<file path="config.mk">
export PLATFORM = sky130hd
export DESIGN_NAME = pixel_packer_flat
export DESIGN_NICKNAME = d
export VERILOG_FILES = /design/src/rtl/pixel_packer_pkg.sv /design/src/rtl/pixel_packer_if.sv /design/src/rtl/pixel_packer_sync_fifo.sv /design/src/rtl/pixel_packer.sv /design/src/flat_wrapper.sv
export SDC_FILE = /design/constraint.sdc
export NUM_CORES = 1
export LEC_CHECK = 0
export CORE_MARGIN = 5
export CORE_UTILIZATION = 57
export CTS_CLUSTER_SIZE = 14
export DETAILED_ROUTE_END_ITERATION = 12
export DONT_BUFFER_PORTS = 1
export PLACE_DENSITY = 0.79
export SYNTH_ARGS = -nofsm -noshare
export SYNTH_HDL_FRONTEND = slang
export SYNTH_SLANG_ARGS = --single-unit
export TNS_END_PERCENT = 1
</file>
<file path="constraint.sdc">
create_clock -name clk -period 12.1 [get_ports clk]
set_clock_uncertainty 0.2 [all_clocks]
set_input_delay 2.42 -clock clk [delete_from_list [all_inputs] [get_ports clk]]
set_output_delay 2.42 -clock clk [all_outputs]
set_load 0.05 [all_outputs]
</file>
<file path="src/rtl/pixel_packer_pkg.sv">
// Shared types and constants for the pixel packer: word geometry, FIFO entry
// layout and the lane placement helper (honours PIXEL_PACKER_MSB_FIRST_EN).
package pixel_packer_pkg;

    localparam int PIX_W      = 8;
    localparam int PACK       = 4;
    localparam int WORD_W     = PIX_W * PACK;
    localparam int LANE_CNT_W = $clog2(PACK);
    localparam int IMG_W      = 256;
    localparam int IMG_H      = 256;
    localparam int LINE_PIX   = IMG_W;
    localparam int FIFO_DEPTH = 8;
    // two spare bits so an over-long line saturates well above LINE_PIX
    localparam int PIX_CNT_W  = $clog2(LINE_PIX) + 2;

    typedef struct packed {
        logic              last;
        logic [WORD_W-1:0] data;
    } fifo_entry_t;

    function automatic logic [WORD_W-1:0] lane_insert(
        input logic [WORD_W-1:0]     word,
        input logic [LANE_CNT_W-1:0] lane,
        input logic [PIX_W-1:0]      pix
    );
        logic [WORD_W-1:0]     res;
        logic [LANE_CNT_W-1:0] pos;
        res = word;
`ifdef PIXEL_PACKER_MSB_FIRST_EN
        pos = LANE_CNT_W'(PACK - 1) - lane;
`else
        pos = lane;
`endif
        res[pos*PIX_W +: PIX_W] = pix;
        return res;
    endfunction

endpackage

</file>
<file path="src/rtl/pixel_packer_if.sv">
// Pixel-in / word-out bundle of the packer. The master side is the packer
// itself; the slave side is the surrounding pipeline (source and consumer).
interface pixel_packer_if;
    import pixel_packer_pkg::*;

    logic              in_valid;
    logic [PIX_W-1:0]  in_data;
    logic              in_sol;
    logic              in_eof;
    logic              out_valid;
    logic              out_ready;
    logic [WORD_W-1:0] out_data;
    logic              out_last;
    logic              frame_done;
    logic              overflow;
    logic              line_err;

    modport master (
        input  in_valid, in_data, in_sol, in_eof, out_ready,
        output out_valid, out_data, out_last, frame_done, overflow, line_err
    );

    modport slave (
        output in_valid, in_data, in_sol, in_eof, out_ready,
        input  out_valid, out_data, out_last, frame_done, overflow, line_err
    );

endinterface

</file>
<file path="src/rtl/pixel_packer_sync_fifo.sv">
// Synchronous FIFO with registered storage. A push while full is accepted only
// when a pop happens in the same cycle (the head leaves before the tail lands).
module pixel_packer_sync_fifo #(
    parameter int WIDTH = 33,
    parameter int DEPTH = 8
) (
    input  logic             clk,
    input  logic             rst,
    input  logic             push_i,
    input  logic [WIDTH-1:0] data_i,
    input  logic             pop_i,
    output logic [WIDTH-1:0] data_o,
    output logic             full_o,
    output logic             empty_o
);

    localparam int AW = $clog2(DEPTH);

    logic [WIDTH-1:0] mem_q [DEPTH];
    logic [AW-1:0]    wr_ptr_q;
    logic [AW-1:0]    rd_ptr_q;
    logic [AW:0]      count_q;
    logic             do_push_s;
    logic             do_pop_s;

    assign empty_o   = (count_q == (AW+1)'(0));
    assign full_o    = (count_q == (AW+1)'(DEPTH));
    assign do_pop_s  = pop_i && !empty_o;
    assign do_push_s = push_i && (!full_o || do_pop_s);
    assign data_o    = mem_q[rd_ptr_q];

    // Storage, pointers and occupancy
    always_ff @(posedge clk or posedge rst) begin
        if (rst) begin
            for (int i = 0; i < DEPTH; i++) begin
                mem_q[i] <= '0;
            end
            wr_ptr_q <= '0;
            rd_ptr_q <= '0;
            count_q  <= '0;
        end else begin
            if (do_push_s) begin
                mem_q[wr_ptr_q] <= data_i;
                wr_ptr_q        <= wr_ptr_q + AW'(1);
            end
            if (do_pop_s) begin
                rd_ptr_q <= rd_ptr_q + AW'(1);
            end
            case ({do_push_s, do_pop_s})
                2'b10:   count_q <= count_q + (AW+1)'(1);
                2'b01:   count_q <= count_q - (AW+1)'(1);
                default: count_q <= count_q;
            endcase
        end
    end

endmodule

</file>
<file path="src/rtl/pixel_packer.sv">
// Packs PACK grayscale pixels per word, buffers words, checks line lengths.
// Define PIXEL_PACKER_MSB_FIRST_EN to place the first pixel in the top lane.
module pixel_packer
    import pixel_packer_pkg::*;
(
    input  logic           clk,
    input  logic           rst,
    pixel_packer_if.master pp
);

    logic [LANE_CNT_W-1:0] lane_cnt_q, lane_cnt_d;
    logic [WORD_W-1:0]     acc_q, acc_d;
    logic [PIX_CNT_W-1:0]  pix_cnt_q, pix_cnt_d;
    logic                  first_q, first_d;
    logic                  line_err_q, line_err_d;
    logic                  overflow_q, overflow_d;
    logic                  frame_done_q, frame_done_d;

    logic [LANE_CNT_W-1:0] lane_idx_s;
    logic [WORD_W-1:0]     word_s;
    logic [PIX_CNT_W-1:0]  cnt_base_s;
    logic                  complete_s;
    logic                  sol_err_s;
    logic                  eof_err_s;

    fifo_entry_t           fifo_din_s;
    fifo_entry_t           fifo_dout_s;
    logic                  fifo_full_s;
    logic                  fifo_empty_s;
    logic                  fifo_pop_s;

    // Lane accumulation, word completion and line-length bookkeeping
    always_comb begin
        lane_idx_s   = lane_cnt_q;
        cnt_base_s   = pix_cnt_q;
        word_s       = acc_q;
        acc_d        = acc_q;
        lane_cnt_d   = lane_cnt_q;
        pix_cnt_d    = pix_cnt_q;
        first_d      = first_q;
        complete_s   = 1'b0;
        sol_err_s    = 1'b0;
        eof_err_s    = 1'b0;

        // a sol restarts the word, so stale lanes are simply overwritten/zeroed
        if (pp.in_sol) begin
            lane_idx_s = '0;
            cnt_base_s = '0;
        end else begin
            lane_idx_s = lane_cnt_q;
            cnt_base_s = pix_cnt_q;
        end

        if (lane_idx_s == '0) begin
            word_s = lane_insert('0, lane_idx_s, pp.in_data);
        end else begin
            word_s = lane_insert(acc_q, lane_idx_s, pp.in_data);
        end

        if (pp.in_valid) begin
            complete_s = pp.in_eof || (lane_idx_s == LANE_CNT_W'(PACK - 1));
            sol_err_s  = pp.in_sol && ((lane_cnt_q != '0) ||
                         (!first_q && (pix_cnt_q != PIX_CNT_W'(LINE_PIX))));
            eof_err_s  = pp.in_eof &&
                         ((cnt_base_s + PIX_CNT_W'(1)) != PIX_CNT_W'(LINE_PIX));
            acc_d      = word_s;
            if (complete_s) begin
                lane_cnt_d = '0;
            end else begin
                lane_cnt_d = lane_idx_s + LANE_CNT_W'(1);
            end
            if (pp.in_eof) begin
                pix_cnt_d = '0;
                first_d   = 1'b1;
            end else if (pp.in_sol) begin
                pix_cnt_d = PIX_CNT_W'(1);
                first_d   = 1'b0;
            end else if (pix_cnt_q != {PIX_CNT_W{1'b1}}) begin
                pix_cnt_d = pix_cnt_q + PIX_CNT_W'(1);
            end else begin
                pix_cnt_d = pix_cnt_q;
            end
        end else begin
            complete_s = 1'b0;
        end

        line_err_d   = line_err_q | sol_err_s | eof_err_s;
        overflow_d   = overflow_q | (complete_s && fifo_full_s && !fifo_pop_s);
        frame_done_d = fifo_pop_s && fifo_dout_s.last;
    end

    // State and sticky flag registers
    always_ff @(posedge clk or posedge rst) begin
        if (rst) begin
            lane_cnt_q   <= '0;
            acc_q        <= '0;
            pix_cnt_q    <= '0;
            first_q      <= 1'b1;
            line_err_q   <= 1'b0;
            overflow_q   <= 1'b0;
            frame_done_q <= 1'b0;
        end else begin
            lane_cnt_q   <= lane_cnt_d;
            acc_q        <= acc_d;
            pix_cnt_q    <= pix_cnt_d;
            first_q      <= first_d;
            line_err_q   <= line_err_d;
            overflow_q   <= overflow_d;
            frame_done_q <= frame_done_d;
        end
    end

    assign fifo_din_s.last = pp.in_eof;
    assign fifo_din_s.data = word_s;
    assign fifo_pop_s      = !fifo_empty_s && pp.out_ready;

    pixel_packer_sync_fifo #(
        .WIDTH ($bits(fifo_entry_t)),
        .DEPTH (FIFO_DEPTH)
    ) u_fifo (
        .clk     (clk),
        .rst     (rst),
        .push_i  (complete_s),
        .data_i  (fifo_din_s),
        .pop_i   (fifo_pop_s),
        .data_o  (fifo_dout_s),
        .full_o  (fifo_full_s),
        .empty_o (fifo_empty_s)
    );

    assign pp.out_valid  = !fifo_empty_s;
    assign pp.out_data   = fifo_dout_s.data;
    assign pp.out_last   = fifo_dout_s.last;
    assign pp.frame_done = frame_done_q;
    assign pp.overflow   = overflow_q;
    assign pp.line_err   = line_err_q;

endmodule
</file>
<file path="src/flat_wrapper.sv">
// flat-port wrapper written by rule: the top's interface ports become plain ports
module pixel_packer_flat import pixel_packer_pkg::*;
  (clk, rst, pp_in_valid, pp_in_data, pp_in_sol, pp_in_eof, pp_out_ready, pp_out_valid, pp_out_data, pp_out_last, pp_frame_done, pp_overflow, pp_line_err);
  pixel_packer_if pp_i ();
  input  logic clk;
  input  logic rst;
  input wire logic [$bits(pp_i.in_valid)-1:0] pp_in_valid;
  input wire logic [$bits(pp_i.in_data)-1:0] pp_in_data;
  input wire logic [$bits(pp_i.in_sol)-1:0] pp_in_sol;
  input wire logic [$bits(pp_i.in_eof)-1:0] pp_in_eof;
  input wire logic [$bits(pp_i.out_ready)-1:0] pp_out_ready;
  output wire logic [$bits(pp_i.out_valid)-1:0] pp_out_valid;
  output wire logic [$bits(pp_i.out_data)-1:0] pp_out_data;
  output wire logic [$bits(pp_i.out_last)-1:0] pp_out_last;
  output wire logic [$bits(pp_i.frame_done)-1:0] pp_frame_done;
  output wire logic [$bits(pp_i.overflow)-1:0] pp_overflow;
  output wire logic [$bits(pp_i.line_err)-1:0] pp_line_err;
  assign pp_i.in_valid = pp_in_valid;
  assign pp_i.in_data = pp_in_data;
  assign pp_i.in_sol = pp_in_sol;
  assign pp_i.in_eof = pp_in_eof;
  assign pp_i.out_ready = pp_out_ready;
  assign pp_out_valid = pp_i.out_valid;
  assign pp_out_data = pp_i.out_data;
  assign pp_out_last = pp_i.out_last;
  assign pp_frame_done = pp_i.frame_done;
  assign pp_overflow = pp_i.overflow;
  assign pp_line_err = pp_i.line_err;
  pixel_packer u_core (.clk(clk), .rst(rst), .pp(pp_i));
endmodule
</file>
-- After elaboration in Yosys (flattened, before gate mapping)
Cells that the tools add are included.
W data, S select, Z words.
- bits in registers: 322
- input bits: 14
- output and inout bits: 37
- logic and storage cells: 89
- $add $sub $neg: 8
- magnitude comparators: 3
- eq/ne operators: 7
- shift-type cells: 2
- muxes and demuxes: 20
- bitwise gates (word level): 6
- reduce and logical (&&, ||, !) cells: 25
- operators with widths (operator ; number):
    $bwmux W264 ; 1
    $bmux W33 S3 ; 1
    $demux W33 S3 ; 1
    $mux W33 ; 3
    $mux W10 ; 4
    $neg A5 Y34 ; 1
    $shift A8 B34 Y32 const A ; 1
    $shiftx A8 B34 Y32 ; 1
    $and A32 B32 Y32 ; 1
    $bwmux W32 ; 1
    $mux W32 ; 1
    $add A10 B1 Y10 const B ; 2
    $ne A10 B9 Y1 const B ; 2
    $logic_and A1 B1 Y1 ; 10
    $ne A10 B10 Y1 const B ; 1
    $ge A4 B4 Y1 const B ; 2
    $not A3 Y4 ; 2
    $pmux W4 S2 ; 1
    $add A3 B1 Y3 const B ; 2
    $reduce_bool A2 Y1 ; 3
    $mux W1 ; 5
    $add A4 B1 Y4 const B ; 1
    $eq A2 B2 Y1 const B ; 2
    $eq A4 B4 Y1 const B ; 1
    12 further kinds ; 21

-- Depth between registers and ports, before layout
Gate-level depths: netlist (run 1).
- word-level depth: 8
- depth in mapped cells: 11
- mapped depth without buffers: 10

-- By module
From an unflattened synthesis (run 1), not the netlist that was laid out.
- cell total of the unflattened synthesis: 984
- area total of the unflattened synthesis: 15213.3 um2
- by module, submodules not included (module ; instances ; cells an instance ; area each (um2) ; seq. area each (um2)):
    pixel_packer_sync_fifo ; 1 ; 744 ; 12637.1 ; 6856.6
    pixel_packer ; 1 ; 240 ; 2576.2 ; 1202.4

-- Worst setup path before layout (run 1)
OpenSTA, ideal clock, no wires.
- kind: input to register
- from: input port pp_in_sol
- to: register u_core.u_fifo.count_q[3]
- setup time: 87 ps
- data arrival time: 4472 ps
- data required time: 11813 ps
- path slack: 7342 ps
- stages: 11
- buffers on the path: 1
- path through: buf_2 > nand2b_1 > inv_1 > ha_1 > o21a_1 > nor2_1 > ha_1 > a21oi_1 > nand2_1 > o31a_1 > o211ai_1
- word-level cells in the longest chain between the ends: 7
- elaborated cells between the ends (all ways): 9
- those cells by class: eq/ne (3); mux (3); reduce/logical (3)
- RTL lines (item ; RTL line ; RTL):
    from (decl) ; flat_wrapper.sv:9 ; input wire logic [$bits(pp_i.in_sol)-1:0] pp_in_sol;
    $mux W2 (*) ; pixel_packer.sv:46 ; if (pp.in_sol) begin
    $eq A2 B2 Y1 (*) ; pixel_packer.sv:61 ; complete_s = pp.in_eof || (lane_idx_s == LANE_CNT_W'(PACK - 1));
    $logic_or A1 B1 Y1 (*) ; pixel_packer.sv:61 ;
    $mux W1 (*) ; pixel_packer.sv:60 ; if (pp.in_valid) begin
    $logic_and A1 B1 Y1 (*) ; pixel_packer_sync_fifo.sv:29 ; assign do_push_s = push_i && (!full_o || do_pop_s);
    $eq A2 B1 Y1 / $eq A2 B2 Y1 (equally long branches) ; pixel_packer_sync_fifo.sv:49 ; case ({do_push_s, do_pop_s})
    $pmux W4 S2 / $reduce_bool A2 Y1 (equally long branches) ; - ;
    to (signal assigned) ; pixel_packer_sync_fifo.sv:50 ; 2'b10: count_q <= count_q + (AW+1)'(1);
    to (signal assigned) ; pixel_packer_sync_fifo.sv:51 ; 2'b01: count_q <= count_q - (AW+1)'(1);
    to (signal assigned) ; pixel_packer_sync_fifo.sv:52 ; default: count_q <= count_q;
    to (decl) ; pixel_packer_sync_fifo.sv:22 ; logic [AW:0] count_q;
Every way passes the cells marked *; elsewhere a longest branch is shown, timed or not.
A chain may end at the register's enable or synchronous reset.

-- Worst setup path after layout (run 1)
- from: register u_core.u_fifo.rd_ptr_q[0]
- to: output port pp_out_data[3]
- word-level cells in the longest chain between the ends: 4
- RTL lines (item ; RTL line ; RTL):
    from (decl) ; pixel_packer_sync_fifo.sv:21 ; logic [AW-1:0] rd_ptr_q;
    from (signal assigned) ; pixel_packer_sync_fifo.sv:47 ; rd_ptr_q <= rd_ptr_q + AW'(1);
    $not A3 Y4 (not written as such) ; pixel_packer_sync_fifo.sv:30 ; assign data_o = mem_q[rd_ptr_q];
    $bmux W33 S3 ; pixel_packer_sync_fifo.sv:30 ;
    $mux W33 (not written as such) (2 in a row) ; pixel_packer_sync_fifo.sv:30 ;
    to (decl) ; flat_wrapper.sv:13 ; output wire logic [$bits(pp_i.out_data)-1:0] pp_out_data;
Every way passes these cells. The select of a mux whose other input is x is not followed.

==> key figures, run 1 <==
Critical path
  – CP peak stage delay: 0.81 ns
  – Arrival time worst endpoint: 3.15 ns
  – Crit-path cells: buf_4 > mux4_2 > mux2_2
  – Req. time, crit path: 9.48 ns
  – Worst setup EP type: output port
  – Crit-path slowest cell: dfrtp_4
  – Crit-path max FO: 40
  – Setup crit start kind: flop
  – Worst setup path class: flop to output port

STA
  – Worst hold margin: 0.276 ns
  – Worst setup margin: 6.33 ns
  – Max Slew Vio Count: 0
  – Setup tns final: 0 ns
  – Final worst path period share: 47.7%
  – Final setup viols: 0
  – Final Hold Fails: 0
  – Slew HR: 28.3%
  – RSZ-0062 raised after global routing: false
  – Worst-margin pin slew: 1.08 ns
  – Fmax achieved: 0.173 GHz
  – Shortest period the worst path allows: 5.77 ns

Yosys
  – Post-synth EDFFs: 0
  – Post-synth design cell area: 0.0144 mm²
  – Yosys warns: 0
  – Syn Inst Count: 1280
  – Yosys reg bits: 322
  – Synth cell types: 61
  – Synth Flop Type: dfrtp_1
  – Share of synthesized registers carrying an async set or reset: 100%
  – Mapped Nets: 1307
  – Sequential area share after synthesis: 55.9%
  – Mapped Avg Cell Area: 11.3 µm²

Global routing
  – GRT overflow: 0
  – Initial antenna violation count: 0
  – Largest net degree at the start of global routing: 191
  – Tot GR Track Use: 22.9%
  – First-pass GRT wire length: 53.0 mm
  – Vias in the first global route: 9936

Placement
  – Routability cong.: 0.807
  – Placed Cells: 1526
  – Input/output buffers: 0
  – Dpl hpwl: 18.4 mm
  – Worst slack at placement: 6.80 ns

Clock tree
  – H-tree depth: 2
  – CTS sink cnt: 322
  – Post-CTS Hold Buffers: 0
  – Root buffer cell: clkbuf_16
  – Clock Tree Buf Depth: 3
  – Worst skew pair latency: 0.51 ns
  – Post-CTS Setup Repair Bufs: 0
  – CTS tree: yes
  – TritonCTS Buffers: 34
  – Reg clk slew, reported paths: 0.06 ns
  – # resized after CTS: 0

Floorplanning
  – Starting Density: 57.6%
  – DIE WIDTH: 169 µm
  – Core area: 0.0250 mm²
  – Row count: 58
  – DIE HEIGHT: 169 µm
  – Io pins: 51
  – DIE AREA: 0.0286 mm²

Pwr
  – Peak supply drop: 0.174 mV
  – Power Density: 291 mW/mm²
  – Power Total: 0.00454 W
  – Static leakage: 6.66 nW

Finish
  – Layout Cells excl Fill: 1587
  – Diodes inserted: 0
  – Area grow syn2layout: 8.30%
  – Layout cells sized above 1: 16.2%
  – Nets: 1259

Routing
  – Starting DRT DRC Count: 1000
  – Via density: 6.15
  – Overall routed net length: 31.9 mm
  – Post-route ant nets: 0
  – Pre-antenna DRT Iters: 5
  – DRC Markers: 0
  – WL per Instance: 20.1 µm
  – Via count: 9763

Status
  – Outcome: completed

Min path
  – HP Class: flop to flop

Run
  – Max Cap Viol: 0
==> final cells by class <==
class,instances,area (µm²)
Clock inverter,9,95.1
Clock buffer,52,1030
Sequential cell,322,8070
Timing Repair Buffer,11,95.1
Fill cell,1849,9430
Tap cell,330,413
Inverter,10,45.0
Multi-Input combinational cell,853,5860
==> flip-flops by register name, summed over array words and instances, names as in the netlist <==
register                count
u_core.pp.line_err          1
u_core.pix_cnt_q           10
u_core.pp.overflow          1
u_core.u_fifo.rd_ptr_q      3
u_core.u_fifo.wr_ptr_q      3
u_core.u_fifo.mem_q       264
u_core.pp.frame_done        1
u_core.acc_q               32
u_core.u_fifo.count_q       4
u_core.first_q              1
u_core.lane_cnt_q           2
==> power by group <==
part,switching (W),internal [W],total [W]
logic,0.000981,0.000659,0.00164
registers,0.000338,0.00152,0.00185
clock network,0.000412,0.000631,0.00104
total,0.00173,0.00281,0.00454
==> Yosys cell counts, types with 2 or more instances <==
library cell	n	share of area, %
a211oi_1	3	0.16
a21oi_1	169	5.9
a22oi_1	23	1.2
a22oi_2	9	0.78
a31o_2	3	0.18
and3_1	5	0.22
buf_1	2	0.052
buf_2	42	1.5
buf_4	15	0.78
buf_6	7	0.55
clkbuf_1	27	0.70
clkbuf_2	2	0.069
dfrtp_1	321	56
ha_1	12	1.0
inv_1	9	0.23
mux2_2	45	3.5
mux2i_1	3	0.21
mux4_2	66	10
nand2_1	141	3.7
nand2b_1	2	0.087
nand3_1	7	0.24
nand3b_1	2	0.10
nor2_1	170	4.4
nor2b_1	3	0.13
nor3_1	4	0.14
nor3b_1	2	0.10
nor4b_1	2	0.12
o211ai_1	6	0.31
o21ai_0	123	4.3
o21ai_1	12	0.42
o31ai_1	3	0.16
or3_1	6	0.26
or4_1	2	0.10
xnor2_1	5	0.30
==> metal layers <==
metal	vias up	global-route usage [%]	part of all wire (%)	wire, µm
li1	4436	-	-	-
met1	4976	30.9	42	13300
met2	284	38.2	50	16000
met3	67	3.90	5.3	1700
met4	0	7.56	2.9	912
met5	-	0	0	0
==> critical path: cells and delay by family, from the launching register on <==
kind | cells | cell delay, ns
buf+inv | 1 | 0.75
mux | 2 | 1.02
flops | 1 | 0.81
==> logic make-up (layout without fill, tap and decap cells) <==
kind of cell	Yosys count	after routing	share of synthesized area, %
AO/OA/AOI/OAI	361	361	14.0
XOR/XNOR	6	6	0.365
adder cells (fa/ha/maj)	13	13	1.18
buffers and inverters	105	82	3.87
flip-flops	322	322	55.9
multiplexers	115	115	14.1
AND/OR/NAND/NOR	358	358	10.5
==> cell usage in the layout (no fill, tap or decap), types with 12 or more instances in the layout <==
master,n
mux4_2,66
dfrtp_1,318
clkbuf_16,37
a21oi_1,169
a22oi_1,23
ha_1,12
nand2_1,141
o21ai_1,12
o21ai_0,123
mux2_2,45
nor2_1,170
==> worst paths after layout <==
path	start	endpoint	slack (ns)	cells after the start
hold reg to reg	u_core.u_fifo.mem_q[252]	u_core.u_fifo.mem_q[252]	0.28	2
hold / removal	u_core.u_fifo.mem_q[252]	u_core.u_fifo.mem_q[252]	0.28	2
setup reg to reg	u_core.u_fifo.rd_ptr_q[0]	u_core.pp.frame_done	8.98	4
setup / recovery	u_core.u_fifo.rd_ptr_q[0]	pp_out_data[3]	6.33	3
min in group asynchronous	rst	u_core.u_fifo.mem_q[188]	1.75	1
max in group asynchronous	rst	u_core.u_fifo.mem_q[176]	8.49	2
==> per-stage QoR <==
step / utilization (%) / area (µm²)
after floorplan: - / 14400
after global placement: 57.8 / 14500
after detailed placement: 57.8 / 14500
after CTS: 62.3 / 15600
after global routing: 62.3 / 15600
final: 62.3 / 15600
Note: power is estimated with default switching activity, not from simulation.
==> inputs of run 2 (changes only) <==
PLACE_DENSITY = 0.76   (was 0.79)
clock period = 5.8 ns   (was 12.1 ns; I/O delays follow)
==> run 2 against run 1 <==
Compared with the run above: die area unchanged; final cell count increased by 0.25%; cell area increased by 0.75%; sequential cell count unchanged; non-clock buffer count increased by 4; combinational power increased by 110%; utilization increased by 0.47 points; first-iteration DRC count decreased by 9.9%; clock power increased by 120%; global-route usage decreased by 0.83 points; critical path type unchanged; highest routed layer unchanged.
==> key figures, run 2 (synthesized netlist as in run 1, its figures left out) <==
Status
  – Outcome: completed

Routing
  – DRC Markers: 0
  – Starting DRT DRC Count: 901
  – Pre-antenna DRT Iters: 5
  – Via count: 9551
  – Post-route ant nets: 0
  – Overall routed net length: 30.9 mm
  – WL per Instance: 19.4 µm
  – Via density: 6.00

Clock tree
  – Root buffer cell: clkbuf_16
  – Clock Tree Buf Depth: 3
  – Reg clk slew, reported paths: 0.06 ns
  – CTS tree: yes
  – TritonCTS Buffers: 34
  – Post-CTS Setup Repair Bufs: 0
  – Post-CTS Hold Buffers: 0
  – Worst skew pair latency: 0.50 ns
  – # resized after CTS: 0
  – CTS sink cnt: 322
  – H-tree depth: 2

Finish
  – Biggest register: u_core.u_fifo.mem_q
  – Diodes inserted: 0
  – Most frequent cells in the layout: dfrtp_1, nor2_1, a21oi_1
  – Commonest non-fill, non-tap cell in the layout: dfrtp_1
  – Layout Cells excl Fill: 1591
  – Layout cells sized above 1: 17.0%
  – Biggest regs: u_core.u_fifo.mem_q x264, u_core.acc_q x32, u_core.pix_cnt_q x10
  – Number of flip-flops under the largest register name: 264
  – Area grow syn2layout: 9.12%
  – Nets: 1263

Critical path
  – Setup crit start kind: flop
  – Worst reg2reg endpoint: u_core.u_fifo.mem_q[65]
  – Reg-to-reg slack, setup: 2.83 ns
  – Buf/Inv on CP: 1
  – Crit path max-delay family: multiplexers
  – Crit-path max FO: 43
  – CP peak stage delay: 0.78 ns
  – Crit-path cells: buf_12 > mux4_2 > mux2_2
  – Crit-path slowest cell: dfrtp_4
  – Arrival time worst endpoint: 2.70 ns
  – Reg2reg path depth: 7
  – Worst setup EP type: output port
  – Worst setup path class: flop to output port
  – Reg2Reg Launch Point: u_core.lane_cnt_q[0]
  – Req. time, crit path: 4.44 ns

Placement
  – Placed Cells: 1530
  – Dpl hpwl: 18.5 mm
  – Worst slack at placement: 2.03 ns
  – Routability cong.: 0.815
  – Input/output buffers: 0

Min path
  – Sink of the worst hold path: u_core.u_fifo.mem_q[254]
  – Hold path startpoint: u_core.u_fifo.mem_q[254]
  – HP Class: flop to flop
  – Hold Crit Depth: 2

STA
  – Final setup viols: 0
  – Shortest period the worst path allows: 4.06 ns
  – Setup tns final: 0 ns
  – Final Hold Fails: 0
  – Max Slew Vio Count: 0
  – Slew HR: 28.5%
  – Worst setup margin: 1.74 ns
  – RSZ-0062 raised after global routing: false
  – Final worst path period share: 70.1%
  – Worst-margin pin slew: 1.07 ns
  – Fmax achieved: 0.246 GHz

Pwr
  – Static leakage: 6.71 nW
  – Peak supply drop: 0.323 mV
  – Power Total: 0.00955 W
  – Power Density: 607 mW/mm²

Global routing
  – Vias in the first global route: 9701
  – GRT overflow: 0
  – First-pass GRT wire length: 51.1 mm
  – Largest net degree at the start of global routing: 121
  – Initial antenna violation count: 0
  – Tot GR Track Use: 22.0%

Run
  – Max Cap Viol: 0

Floorplanning
  – Core area: 0.0250 mm²
  – DIE HEIGHT: 169 µm
  – Starting Density: 57.6%
  – Io pins: 51
  – DIE AREA: 0.0286 mm²
  – DIE WIDTH: 169 µm
  – Row count: 58
==> run 2: cell types whose count changed in the layout (fill, tap and decap cells not counted) <==
cell / change
inv_8: -1
clkbuf_8: +6
clkbuf_1: -6
inv_6: +1
clkinvlp_4: +3
clkinv_2: -2
buf_4: +1
clkbuf_16: -2
bufinv_16: +1
buf_12: +3
==> run 2: where the power goes <==
part | switching [W] | internal, W
clock network | 0.000881 | 0.00138
logic | 0.00206 | 0.00139
registers | 0.000676 | 0.00316
==> run 2: worst min-delay path: stages (launching register included) <==
cell	delay, ns
dfrtp_1	0.34
nand2_1	0.05
o21ai_0	0.06
==> run 2: how the worst max path moves through the flow <==
stage                         startpoint                       to  slack (ns)  cells past startpoint
2_1_floorplan                        rst          u_core.acc_q[0]        0.15                      1
3_3_place_gp                   pp_in_sol  u_core.u_fifo.mem_q[65]        2.10                      7
3_5_place_dp                   pp_in_sol  u_core.u_fifo.mem_q[65]        2.03                      7
4_1_cts        u_core.u_fifo.rd_ptr_q[0]          pp_out_data[27]        1.66                      3
5_1_grt        u_core.u_fifo.rd_ptr_q[0]          pp_out_data[21]        1.58                      3
6_report       u_core.u_fifo.rd_ptr_q[0]          pp_out_data[21]        1.74                      3
==> run 2: cell type report <==
cell class | count | area, µm²
fill | 1868 | 9310
sequential | 322 | 8070
multi-input combinational | 853 | 5860
clock buffer | 50 | 1040
tap | 330 | 413
timing repair buffer | 15 | 163
clock inverter | 11 | 139
inverter | 10 | 41.3
==> run 2: layer usage <==
metal  routed length [µm]  up-vias  part of all wire [%]  GRT usage [%]
met2                15400      243                    50           37.5
met5                    0        -                     0              0
met4                  756        0                   2.4           5.81
li1                     -     4448                     -              -
met3                 1790       66                   5.8           4.67
met1                13000     4794                    42           29.2
==> run 2: metrics by stage <==
stage / hold slack, ns / area (µm²) / utilization [%]
after floorplan: 0.244 / 14400 / -
after global placement: 0.257 / 14500 / 58.1
after detailed placement: 0.266 / 14500 / 58.1
after CTS: 0.282 / 15700 / 62.8
after global routing: 0.300 / 15700 / 62.8
final: 0.277 / 15700 / 62.8
==> inputs of run 3 (changes only) <==
PLACE_DENSITY = 0.79   (was 0.76)
clock period = 3.6 ns   (was 5.8 ns; I/O delays follow)
==> run 3 against run 2 <==
Compared with the run above: clock-buffer cell count is 5 higher; die area unchanged; first-iteration DRC count fell by 26%; via count rose by 5.0%; routed wire length grew 10%; combinational power increased by 69%; critical endpoint is now pp_out_data[16]; largest cell class unchanged; highest routed layer unchanged.
==> key figures, run 3 (synthesized netlist as in run 1, its figures left out) <==
Status
  – Outcome: completed

Critical path
  – Crit-path slowest cell: dfrtp_4
  – Req. time, crit path: 2.68 ns
  – Worst setup EP type: output port
  – Worst setup path class: flop to output port
  – Reg2Reg Launch Point: u_core.lane_cnt_q[1]
  – Arrival time worst endpoint: 2.46 ns
  – CP peak stage delay: 0.65 ns
  – Worst reg2reg endpoint: u_core.u_fifo.count_q[3]
  – Setup crit start kind: flop
  – Reg2reg path depth: 10
  – Crit-path cells: buf_12 > mux4_2 > mux2_2
  – Crit-path max FO: 29
  – Reg-to-reg slack, setup: 0.76 ns

Placement
  – Post-DP Area: 0.0148 mm²
  – Input/output buffers: 0
  – Placed Cells: 1546
  – Dpl hpwl: 20.6 mm
  – Routability cong.: 0.859

Pwr
  – Power Density: 974 mW/mm²
  – Static leakage: 6.79 nW
  – Peak supply drop: 0.502 mV

Floorplanning
  – DIE AREA: 0.0286 mm²
  – Starting Density: 57.6%
  – Row count: 58
  – DIE HEIGHT: 169 µm
  – DIE WIDTH: 169 µm
  – Core area: 0.0250 mm²
  – Io pins: 51

Global routing
  – Initial antenna violation count: 0
  – Largest net degree at the start of global routing: 78
  – Tot GR Track Use: 24.3%
  – GRT overflow: 0
  – First-pass GRT wire length: 55.7 mm
  – Vias in the first global route: 10300

Finish
  – Layout Cells excl Fill: 1606
  – Area grow syn2layout: 10.3%
  – Layout cells sized above 1: 17.5%
  – Biggest register: u_core.u_fifo.mem_q
  – Nets: 1279
  – Biggest regs: u_core.u_fifo.mem_q x264, u_core.acc_q x32, u_core.pix_cnt_q x10
  – Number of flip-flops under the largest register name: 264
  – Most frequent cells in the layout: dfrtp_1, nor2_1, a21oi_1
  – Post-route cell area: 0.0159 mm²
  – Diodes inserted: 0
  – Commonest non-fill, non-tap cell in the layout: dfrtp_1

Run
  – Max Cap Viol: 0

Clock tree
  – Post-CTS Hold Buffers: 0
  – TritonCTS Buffers: 34
  – CTS tree: yes
  – Reg clk slew, reported paths: 0.06 ns
  – CTS sink cnt: 322
  – Root buffer cell: clkbuf_16
  – Post-CTS Setup Repair Bufs: 0
  – Clock Tree Buf Depth: 3
  – # resized after CTS: 0
  – Worst skew pair latency: 0.51 ns
  – H-tree depth: 2

STA
  – RSZ-0062 raised after global routing: false
  – Slew HR: 27.2%
  – Shortest period the worst path allows: 3.38 ns
  – Worst-margin pin slew: 1.09 ns
  – Max Slew Vio Count: 0
  – Final worst path period share: 94.0%
  – Final Hold Fails: 0
  – Final setup viols: 0
  – Fmax achieved: 0.296 GHz

Routing
  – Pre-antenna DRT Iters: 5
  – Via density: 6.24
  – Starting DRT DRC Count: 668
  – Overall routed net length: 34.1 mm
  – WL per Instance: 21.2 µm
  – Post-route ant nets: 0
  – Via count: 10000
  – DRC Markers: 0

Min path
  – HP Class: input pin to async pin
[run 3: worst max-delay path, delay by kind of cell, from the launching register on]
family	cells	cell delay, ns
multiplexers	2	0.96
flip-flops	1	0.65
buffers and inverters	1	0.30
[run 3: area by class of cell]
class	instances	area, µm²
Multi-Input combinational cell	853	5860
Clock buffer	55	1070
Fill cell	1874	9140
Tap cell	330	413
Sequential cell	322	8070
Clock inverter	5	50.0
Inverter	10	41.3
Timing Repair Buffer	31	395
[run 3: where the power goes]
part / internal [W] / switching [W]
Combinational: 0.00233 / 0.00350
Clock: 0.00211 / 0.00140
Sequential: 0.00510 / 0.00106
[run 3: per-layer routing]
| metal | GRT usage [%] | vias up | routed length [µm] |
|---|---|---|---|
| li1 | - | 4468 | - |
| met1 | 32.1 | 5159 | 13700 |
| met2 | 41.5 | 318 | 17600 |
| met3 | 4.62 | 79 | 1930 |
| met4 | 7.04 | 0 | 860 |
| met5 | 0 | - | 0 |
[run 3: worst max-delay path by stage]
stage                               end                       from
5_1_grt                 pp_out_data[16]  u_core.u_fifo.rd_ptr_q[0]
3_5_place_dp    u_core.u_fifo.mem_q[17]                  pp_in_sol
3_3_place_gp   u_core.u_fifo.mem_q[219]                  pp_in_sol
4_1_cts                 pp_out_data[13]  u_core.u_fifo.rd_ptr_q[0]
6_report                pp_out_data[16]  u_core.u_fifo.rd_ptr_q[0]
2_1_floorplan           u_core.acc_q[0]                        rst
[run 3: per-stage QoR]
stage                     utilization [%]  total power, W  hold WS, ns  setup TNS [ns]  worst slack (ns)
after floorplan                         -          0.0108        0.244         -518.53             -1.61
after global placement               59.0          0.0117        0.256               0             0.661
after detailed placement             59.0          0.0120        0.266               0             0.485
after CTS                            63.5          0.0156       0.0948               0             0.171
after global routing                 63.5          0.0163       0.0983               0             0.113
final                                63.5          0.0155        0.121               0             0.217
